$ cat src/rtl/counter_sequencer_pkg.sv
// Shared definitions for the counter sequencer: counter mode encodings,
// signal levels and sequencer state encoding.
package counter_sequencer_pkg;

    localparam logic [1:0] CUENTA_MAS_UNO   = 2'b00;
    localparam logic [1:0] CUENTA_MENOS_UNO = 2'b01;
    localparam logic [1:0] CUENTA_TRES_TRES = 2'b10;
    localparam logic [1:0] CARGA_D          = 2'b11;

    localparam logic ALTO = 1'b1;
    localparam logic BAJO = 1'b0;

    typedef enum logic [2:0] {
        ST_IDLE  = 3'd0,
        ST_SETUP = 3'd1,
        ST_RUN   = 3'd2,
        ST_WAIT  = 3'd3,
        ST_DONE  = 3'd4
    } seq_state_t;

    function automatic logic [1:0] onehot2(input logic idx);
        return idx ? 2'b10 : 2'b01;
    endfunction

endpackage

$ cat src/rtl/counter_sequencer_rr_arbiter2.sv
// Two-way round-robin grant; the pointer favours the requester that was not
// granted last and only matters when both request together.
module rr_arbiter2 (
    input  logic       clk,
    input  logic       reset,
    input  logic [1:0] valid,
    input  logic       accept,
    output logic       grant_valid,
    output logic       grant_idx
);

    logic ptr;

    // Grant selection
    always_comb begin
        grant_valid = valid[0] | valid[1];
        grant_idx   = 1'b0;
        case (valid)
            2'b01:   grant_idx = 1'b0;
            2'b10:   grant_idx = 1'b1;
            2'b11:   grant_idx = ptr;
            default: grant_idx = 1'b0;
        endcase
    end

    // Pointer moves away from the winner on the accepting cycle
    always_ff @(posedge clk) begin
        if (reset) begin
            ptr <= 1'b0;
        end else if (accept) begin
            ptr <= ~grant_idx;
        end else begin
            ptr <= ptr;
        end
    end

endmodule

$ cat src/rtl/counter_sequencer.sv
// Command sequencer in front of counter32b: arbitrates two requesters, runs the
// counter for the requested cycles and reports final count and flags.
module counter_sequencer
    import counter_sequencer_pkg::*;
#(
    parameter int LEN_W = 16
) (
    input  logic               CLK,
    input  logic               RESET,
    input  logic [1:0]         REQ_VALID,
    output logic [1:0]         REQ_READY,
    input  logic [3:0]         REQ_MODO,
    input  logic [63:0]        REQ_D,
    input  logic [2*LEN_W-1:0] REQ_LEN,
    output logic               CNT_ENABLE,
    output logic               CNT_RESET,
    output logic [1:0]         CNT_MODO,
    output logic [31:0]        CNT_D,
    input  logic [31:0]        CNT_Q,
    input  logic               CNT_RCO,
    input  logic               CNT_LOAD,
    output logic               DONE_VALID,
    input  logic               DONE_READY,
    output logic               DONE_ID,
    output logic [31:0]        DONE_Q,
    output logic               DONE_OVF,
    output logic               DONE_ERR
);

    localparam logic [LEN_W-1:0] LEN_ZERO = LEN_W'(0);
    localparam logic [LEN_W-1:0] LEN_ONE  = LEN_W'(1);

    seq_state_t       state;
    logic             grant_valid;
    logic             grant_idx;
    logic             handshake;
    logic             cur_id;
    logic             ovf_acc;
    logic [LEN_W-1:0] lat_len;
    logic [LEN_W-1:0] run_cnt;
    logic [1:0]       sel_modo;
    logic [31:0]      sel_d;
    logic [LEN_W-1:0] sel_len;

    rr_arbiter2 u_arb (
        .clk         (CLK),
        .reset       (RESET),
        .valid       (REQ_VALID),
        .accept      (handshake),
        .grant_valid (grant_valid),
        .grant_idx   (grant_idx)
    );

    assign sel_modo  = grant_idx ? REQ_MODO[3:2] : REQ_MODO[1:0];
    assign sel_d     = grant_idx ? REQ_D[63:32]  : REQ_D[31:0];
    assign sel_len   = grant_idx ? REQ_LEN[2*LEN_W-1:LEN_W] : REQ_LEN[LEN_W-1:0];
    assign handshake = |(REQ_READY & REQ_VALID);
    // The counter is cleared exactly while we are held in reset
    assign CNT_RESET = RESET ? BAJO : ALTO;

    // Accept is offered only from IDLE and never while in reset
    always_comb begin
        REQ_READY = 2'b00;
        if ((state == ST_IDLE) && !RESET && grant_valid) begin
            REQ_READY = onehot2(grant_idx);
        end else begin
            REQ_READY = 2'b00;
        end
    end

    // Sequencer FSM with registered counter controls and completion outputs
    always_ff @(posedge CLK) begin
        if (RESET) begin
            state      <= ST_IDLE;
            CNT_ENABLE <= 1'b0;
            CNT_MODO   <= CUENTA_MAS_UNO;
            CNT_D      <= 32'd0;
            lat_len    <= LEN_ZERO;
            run_cnt    <= LEN_ZERO;
            cur_id     <= 1'b0;
            ovf_acc    <= 1'b0;
            DONE_VALID <= 1'b0;
            DONE_ID    <= 1'b0;
            DONE_Q     <= 32'd0;
            DONE_OVF   <= 1'b0;
            DONE_ERR   <= 1'b0;
        end else begin
            case (state)
                ST_IDLE: begin
                    if (handshake) begin
                        CNT_MODO <= sel_modo;
                        CNT_D    <= sel_d;
                        lat_len  <= sel_len;
                        cur_id   <= grant_idx;
                        state    <= ST_SETUP;
                    end
                end
                ST_SETUP: begin
                    ovf_acc <= 1'b0;
                    if (CNT_MODO == CARGA_D) begin
                        run_cnt    <= LEN_ONE;
                        CNT_ENABLE <= 1'b1;
                        state      <= ST_RUN;
                    end else if (lat_len == LEN_ZERO) begin
                        state <= ST_WAIT;
                    end else begin
                        run_cnt    <= lat_len;
                        CNT_ENABLE <= 1'b1;
                        state      <= ST_RUN;
                    end
                end
                ST_RUN: begin
                    // Compare against one so a full-scale length never wraps
                    if (CNT_RCO) begin
                        ovf_acc <= 1'b1;
                    end
                    if (run_cnt == LEN_ONE) begin
                        CNT_ENABLE <= 1'b0;
                        state      <= ST_WAIT;
                    end else begin
                        run_cnt <= run_cnt - LEN_ONE;
                    end
                end
                ST_WAIT: begin
                    DONE_Q     <= CNT_Q;
                    DONE_OVF   <= ovf_acc | CNT_RCO;
                    DONE_ERR   <= (CNT_MODO == CARGA_D) && (CNT_LOAD == BAJO);
                    DONE_ID    <= cur_id;
                    DONE_VALID <= 1'b1;
                    state      <= ST_DONE;
                end
                ST_DONE: begin
                    if (DONE_READY) begin
                        DONE_VALID <= 1'b0;
                        state      <= ST_IDLE;
                    end
                end
                default: begin
                    CNT_ENABLE <= 1'b0;
                    DONE_VALID <= 1'b0;
                    state      <= ST_IDLE;
                end
            endcase
        end
    end

endmodule

$ cat config.mk
export PLATFORM = sky130hd
export DESIGN_NAME = counter_sequencer
export DESIGN_NICKNAME = d
export VERILOG_FILES = /design/src/rtl/counter_sequencer_pkg.sv /design/src/rtl/counter_sequencer_rr_arbiter2.sv /design/src/rtl/counter_sequencer.sv
export SDC_FILE = /design/constraint.sdc
export NUM_CORES = 1
export LEC_CHECK = 0
export BUFFER_PORTS_ARGS = -buffer_cell sky130_fd_sc_hd__buf_2
export CAP_MARGIN = 10
export CORE_MARGIN = 5
export CORE_UTILIZATION = 51
export DETAILED_ROUTE_END_ITERATION = 12
export PLACE_DENSITY = 0.85
export SLEW_MARGIN = 20
export SYNTH_ARGS = -nofsm -noshare
export SYNTH_HDL_FRONTEND = slang
export SYNTH_SLANG_ARGS = --single-unit
$ cat constraint.sdc
create_clock -name CLK -period 5.8 [get_ports CLK]
set_clock_uncertainty 0.15 [all_clocks]
set_input_delay 1.16 -clock CLK [delete_from_list [all_inputs] [get_ports CLK]]
set_output_delay 1.16 -clock CLK [all_outputs]
set_load 0.05 [all_outputs]
### Word-level counts from Yosys, hierarchy flattened

Cells that the tools add are included.

* add/sub/neg operators: 1
* bitwise operators: 7
* eq/ne operators: 14
* reductions and logical operators: 16
* mux-type cells: 25

Operators with widths (count)
* $mux 16: 4
* $mux 32: 1
* $pmux 16 s2: 1
* $eq 16x1->1 const B: 1
* $logic_not 16->1: 1
* $sub 16x1->16 const B: 1
* $pmux 3 s5: 1
* $ne 2x2->1 const B: 5
* $mux 3: 3
* $reduce_and 3->1: 3
* $mux 1: 8
* $eq 2x2->1 const B: 3
* $eq 3x2->1 const B: 2
* $mux 2: 3
* $pmux 1 s3: 2
* $reduce_and 2->1: 3
* $reduce_or 3->1: 2
* $not 1->1: 4
* $pmux 1 s2: 2
* $eq 3x1->1 const B: 1
* $eq 3x3->1 const B: 1
* $logic_and 1x1->1: 3
* $logic_not 3->1: 1
* $ne 3x3->1 const B: 1
* other kinds (5): 6

* output and inout bits: 74
* flip-flop bits (word level): 109

### Longest topological paths before layout

Gate-level depths: netlist of run 1.

* depth after elaboration: 8
* gate-level depth with buffers: 8
* mapped depth without buffers: 7

### By module

Synthesis of run 1 repeated with hierarchy kept, for this count alone.

* cell total of the unflattened synthesis: 578
* area, all modules: 4954.8 um^2

Modules (own cells, without submodules)
* counter_sequencer: instances 1, area each 4888.4 um^2, cells an instance 572
* rr_arbiter2: instances 1, area each 66.3 um^2, cells an instance 6

### Worst setup path after synthesis of run 1

Ideal clock, no wire load.

* path type: input -> output
* from: in REQ_VALID[0]
* to: out REQ_READY[1]
* stages on the path: 5
* slack: 1648 ps
* arrival: 2842 ps
* path through: inv_1 > o21ai_0 > clkbuf_1 > clkbuf_1 > nor3_1

* word-level cells in the longest chain between the ends: 4

Ends and longest elaborated chain
* start, declared: RTL line counter_sequencer.sv:10 `input logic [1:0] REQ_VALID,`
* $eq 2x2->1: RTL line counter_sequencer_rr_arbiter2.sv:18 `case (valid)`
* $pmux 1 s2: RTL line counter_sequencer_rr_arbiter2.sv:18
* $mux 2: RTL line counter_sequencer_pkg.sv:22 `return idx ? 2'b10 : 2'b01;`
* $mux 2 *: RTL line counter_sequencer.sv:64 `if ((state == ST_IDLE) && !RESET && grant_valid) begin`
* end, declared: RTL line counter_sequencer.sv:11 `output logic [1:0] REQ_READY,`

Every way passes the cells marked *; elsewhere a longest branch is shown, timed or not.

### Worst setup path in the final report of run 1

* from: in RESET
* to: out REQ_READY[0]

* word-level cells in the longest chain between the ends: 4

Ends and longest elaborated chain
* start, declared: RTL line counter_sequencer.sv:9 `input logic RESET,`
* $logic_not 1->1: RTL line counter_sequencer.sv:64
* $logic_and 1x1->1 (2 in a row): RTL line counter_sequencer.sv:64
* $mux 2: RTL line counter_sequencer.sv:64

No other way between the ends.

==> flow_summary.json, run 1 <==
{
  "fmaxAchievable_ghz": 0.2713,
  "postRouteAntennaNets": 0,
  "nFillCells": 773,
  "postCtsHoldBufs": 0,
  "grt_max_degree": 102,
  "finalHoldViolCount": 0,
  "fin_crit_sh": 0.6354,
  "min_from": "DONE_ID",
  "synth.lib_cells_used.distinct": 49,
  "die_h_microns": 107.7,
  "routedWlPerCell_microns": 15.61,
  "relSlewSlack": 0.3980,
  "numCtsBuffers": 9,
  "status": "completed",
  "dr.pass1.iters": 5,
  "max_cap_violations": 0,
  "fin_setup_tns_ps": 0,
  "r2r-start": "state[1]",
  "setup_viol": 0,
  "criticalPathCategory": "in -> out",
  "netlist_instances": 573,
  "period_minus_slack_ps": 3686,
  "synth_area_sq_mm": 0.004865,
  "start_util": 0.5240,
  "drc": 0,
  "tightestPinTransition_ps": 902.9,
  "vias_per_cell": 5.480,
  "num_io_pins": 213,
  "synth-seq-cells": 109,
  "synth_edf_count": 0,
  "arrival_ps": 2380,
  "finalMaxSlewViolations": 0,
  "root_buffer": "clkbuf_8",
  "synth_top_area_frac": 0.4486,
  "core_area_sq_mm": 0.009284,
  "layout.nets": 894,
  "htreeDepth": 3,
  "io_buffer_count": 212,
  "crit_required_ps": 4490,
  "start_kind": "input port",
  "grt_pass1_vias": 4651,
  "synth_flop_cell": "dfxtp_1",
  "diodes": 0,
  "cp-end-kind": "output pin",
  "hold_path.class": "reg -> reg",
  "hpwl_mm": 10.29,
  "syn_nets": 714,
  "clockBufferDepth": 2,
  "track_usage": 0.2309,
  "totalWireLength_mm": 13.84,
  "syn_area_per_cell_sq_um": 8.490,
  "path_max_fanout": 36,
  "gp_congestion": 0.9050,
  "power_density_mw_per_mm2": 514.9,
  "leakage_nw": 2.851,
  "grt_pass1_wl_mm": 21.74,
  "yosys.area.top_type": "dfxtp_1",
  "yosysSeqAreaShare": 0.4486,
  "syn2layout_area_growth_pct": 26.21,
  "ir_drop_mv": 0.3096,
  "drive_gt1_frac": 0.3193,
  "ctsResizeCount": 0,
  "synth_area_leaders": "dfxtp_1 45%, mux2i_1 10%, a211oi_1 7.9%, a21oi_1 6.0%, nand2_1 5.9%",
  "synth_most_common_cell": "dfxtp_1",
  "dieArea_sq_mm": 0.01159,
  "startpoint": "RESET",
  "drt_iter0_markers": 253,
  "hold-worst-slack_ps": 308.5,
  "ys_warn_count": 0,
  "overflow": 0,
  "vias": 4861,
  "post_cts_buffers": 0,
  "synthArstFlopShare": 0,
  "synth_common_cells": "109 x dfxtp_1, 76 x nand2_1, 71 x nor2_1",
  "cts_tree": "built",
  "antenna_found_initial": 0,
  "clkTransAtPathRegs_ps": 110,
  "insertion_delay_ps": 370,
  "fp-row-count": 35,
  "cts_sinks": 109,
  "rsz0062_at_grt": "false",
  "die_width_microns": 107.7
}
-- path summary, 6_finish.rpt --
kind              depth (start not counted)  slack, ps            to
setup / recovery                          4       2110  REQ_READY[0]
hold reg to reg                           2        310       DONE_ID
setup reg to reg                          5       3050    run_cnt[1]
hold / removal                            2        310       DONE_ID
-- cell usage in the layout, fill, tap and decap left out, types with 3 or more instances in the layout --
master,instances
a211oi_1,51
a21oi_1,58
a22oi_1,5
a31oi_1,5
and3_1,5
buf_2,211
buf_4,6
clkbuf_8,9
dfxtp_1,109
inv_1,5
mux2i_1,50
nand2_1,76
nand2b_1,3
nand3_1,8
nor2_1,71
nor3_1,11
nor4_1,6
o211ai_1,4
o21ai_0,7
o21ai_1,9
o32ai_1,4
-- routing by layer --
layer / vias up / GRT usage / share of wire
li1: 2408 / - / -
met2: 224 / 0.4107 / 0.52
met1: 2192 / 0.2641 / 0.38
met3: 37 / 0.05699 / 0.078
met4: 0 / 0.09107 / 0.022
met5: - / 0 / 0
-- through the flow --
| step | util | instance area, sq um | power (W) | std cells | setup WS [ps] |
|---|---|---|---|---|---|
| final | 0.6613 | 6140 | 0.003161 | 887 | 2115 |
| after global routing | 0.6613 | 6140 | 0.003351 | 887 | 2046 |
| after CTS | 0.6604 | 6131 | 0.003151 | 887 | 2114 |
| after global placement | 0.6399 | 5941 | 0.002658 | 871 | 2148 |
| after floorplan | - | 4865 | 0.002348 | 573 | 1648 |
| after detailed placement | 0.6399 | 5941 | 0.002709 | 871 | 2118 |
-- area by class of cell --
class	instances	area (sq um)	share of cell area
multi-input combinational	410	2482	0.4043
sequential	109	2182	0.3554
timing repair buffer	217	1101	0.1793
tap	129	161.4	0.02629
clock buffer	9	123.9	0.02018
clock inverter	7	66.31	0.01080
inverter	6	22.52	0.003668
-- worst max-delay path, cell delays in order --
cell	delay (ps)
buf_4	330
clkinv_1	400
and3_1	260
buf_2	210
-- logic make-up after synthesis --
| kind of cell | after synthesis | share of synthesized area |
|---|---|---|
| adders and majority gates | 2 | 0.005143 |
| buffers and inverters | 54 | 0.04681 |
| and+or+nand+nor | 197 | 0.1795 |
| DFF | 109 | 0.4486 |
| AOI/OAI and AO/OA | 160 | 0.2153 |
| xor gates and xnor gates | 1 | 0.001801 |
| muxes | 50 | 0.1029 |
-- power breakdown --
part	switching (W)	internal (W)
registers	0.000179	0.000966
clock network	0.000282	0.000166
logic	0.00109	0.000476
-- flip-flops by register name, summed over array words and instances, names as in the netlist, 2 cells and up --
signal    cells
run_cnt      16
lat_len      16
state         3
DONE_Q       32
CNT_D        32
CNT_MODO      2
(Power assumes the default switching activity.)
==> run 2: changes to the inputs <==
CORE_UTILIZATION = 43   (was 51)
PLACE_DENSITY = 0.77   (was 0.85)
clock period = 3.27 ns   (was 5.8 ns; I/O delays follow)
==> flow_summary.json, run 2 (same netlist as run 1, synthesis figures left out) <==
{
  "postCtsHoldBufs": 0,
  "rsz0062_at_grt": "false",
  "layout.nets": 898,
  "gp_congestion": 0.8819,
  "vias": 4830,
  "grt_max_degree": 108,
  "max_cap_violations": 0,
  "overflow": 0,
  "p_switching_w": 0.002737,
  "intPower_w": 0.003185,
  "fin_crit_sh": 0.8402,
  "clockBufferDepth": 2,
  "arrival_ps": 1940,
  "drt_iter0_markers": 238,
  "crit_chain": "nor3_1 > o21ai_0 > nor3_1 > buf_2",
  "htreeDepth": 3,
  "finalMaxSlewViolations": 0,
  "nFillCells": 957,
  "vias_per_cell": 5.343,
  "numCtsBuffers": 9,
  "die_h_microns": 116.4,
  "dr.pass1.iters": 4,
  "multi_input_area_sq_mm": 0.002474,
  "tightestPinTransition_ps": 1106,
  "post_cts_buffers": 0,
  "criticalPathCategory": "reg -> out",
  "rrSetupSlack_ps": 740,
  "crit_required_ps": 2470,
  "fp-row-count": 38,
  "dieArea_sq_mm": 0.01354,
  "antenna_found_initial": 3,
  "fin_util": 0.5728,
  "drc": 0,
  "drive_gt1_frac": 0.3202,
  "syn2layout_area_growth_pct": 29.32,
  "crit_path_top_delay_cell": "dfxtp_1",
  "reg_top3": "CNT_D (32), DONE_Q (32)",
  "start_util": 0.4429,
  "finalHoldViolCount": 0,
  "max_stage_delay_ps": 410,
  "relSlewSlack": 0.2625,
  "clkTransAtPathRegs_ps": 70,
  "ir_drop_mv": 0.5809,
  "leakage_nw": 2.911,
  "status": "completed",
  "cp-end-kind": "output pin",
  "root_buffer": "clkbuf_16",
  "fin_setup_tns_ps": 0,
  "totalWireLength_mm": 14.24,
  "switching_share": 0.4622,
  "insertion_delay_ps": 340,
  "path_max_fanout": 10,
  "hpwl_mm": 10.45,
  "hold_path.class": "reg -> reg",
  "power_density_mw_per_mm2": 941.5,
  "num_io_pins": 213,
  "final_common_cell": "buf_2",
  "fmaxAchievable_ghz": 0.3640,
  "cpMostUsedCell": "nor3_1",
  "seqCellArea_sq_mm": 0.002182,
  "grt_pass1_vias": 4699,
  "grt_pass1_wl_mm": 22.46,
  "sequentialPowerShare": 0.345,
  "cts_sinks": 109,
  "combPwrFrac": 0.469,
  "track_usage": 0.2052,
  "postRouteAntennaNets": 0,
  "die_width_microns": 116.4,
  "ctsResizeCount": 0,
  "routedWlPerCell_microns": 15.76,
  "period_minus_slack_ps": 2748,
  "clkPwrFrac": 0.186,
  "cts_tree": "built",
  "start_kind": "flip-flop",
  "most-common-layout-cells": "211 x buf_2, 109 x dfxtp_1, 76 x nand2_1",
  "io_buffer_count": 212,
  "setup_viol": 0,
  "core_area_sq_mm": 0.01098
}
==> run 2: path summary, 6_finish.rpt <==
| check | start | to | cells past startpoint |
|---|---|---|---|
| setup / recovery | state[1] | REQ_READY[1] | 4 |
| hold reg to reg | DONE_Q[13] | DONE_Q[13] | 2 |
| hold / removal | DONE_Q[13] | DONE_Q[13] | 2 |
| setup reg to reg | run_cnt[12] | run_cnt[1] | 6 |
==> run 2: critical path, delay by kind of cell (launching register included) <==
family / cells / cell delay (ps)
AO/OA/AOI/OAI: 1 / 300
buffers and inverters: 1 / 300
flip-flops: 1 / 410
AND/OR/NAND/NOR: 2 / 590
==> run 2: through the flow <==
step	setup WS (ps)	power, W	area (sq um)	hold WS (ps)	cells
3_3_place_gp	923.4	0.004748	5984	289.2	886
2_1_floorplan	130.0	0.004164	4865	282.3	573
5_1_grt	352.8	0.006285	6291	323.3	904
6_report	522.5	0.005923	6291	303.4	904
4_1_cts	489.1	0.005933	6286	303.0	902
3_5_place_dp	784.5	0.004819	5984	293.2	886
==> run 2: layer usage <==
metal,part of all wire,vias to the layer above,global-route usage
li1,-,2414,-
met1,0.40,2212,0.2470
met2,0.51,181,0.3494
met3,0.074,21,0.05492
met4,0.018,2,0.07889
met5,0.00091,-,0
==> run 2: power groups by stage <==
stage	clock network [W]	logic (W)	registers [W]
global placement	0	0.00271	0.00204
global route	0.00119	0.00301	0.00209
finish	0.00110	0.00278	0.00204
CTS	0.00113	0.00277	0.00204
floorplan	0	0.00147	0.00270
detailed placement	0	0.00276	0.00205
==> run 2: layout make-up <==
class,instances,share of cell area
Antenna cell,2,0.0007955
Clock buffer,11,0.03858
Clock inverter,5,0.009348
Inverter,6,0.003580
Multi-Input combinational cell,410,0.3932
Sequential cell,109,0.3469
Tap cell,140,0.02784
Timing Repair Buffer,221,0.1798
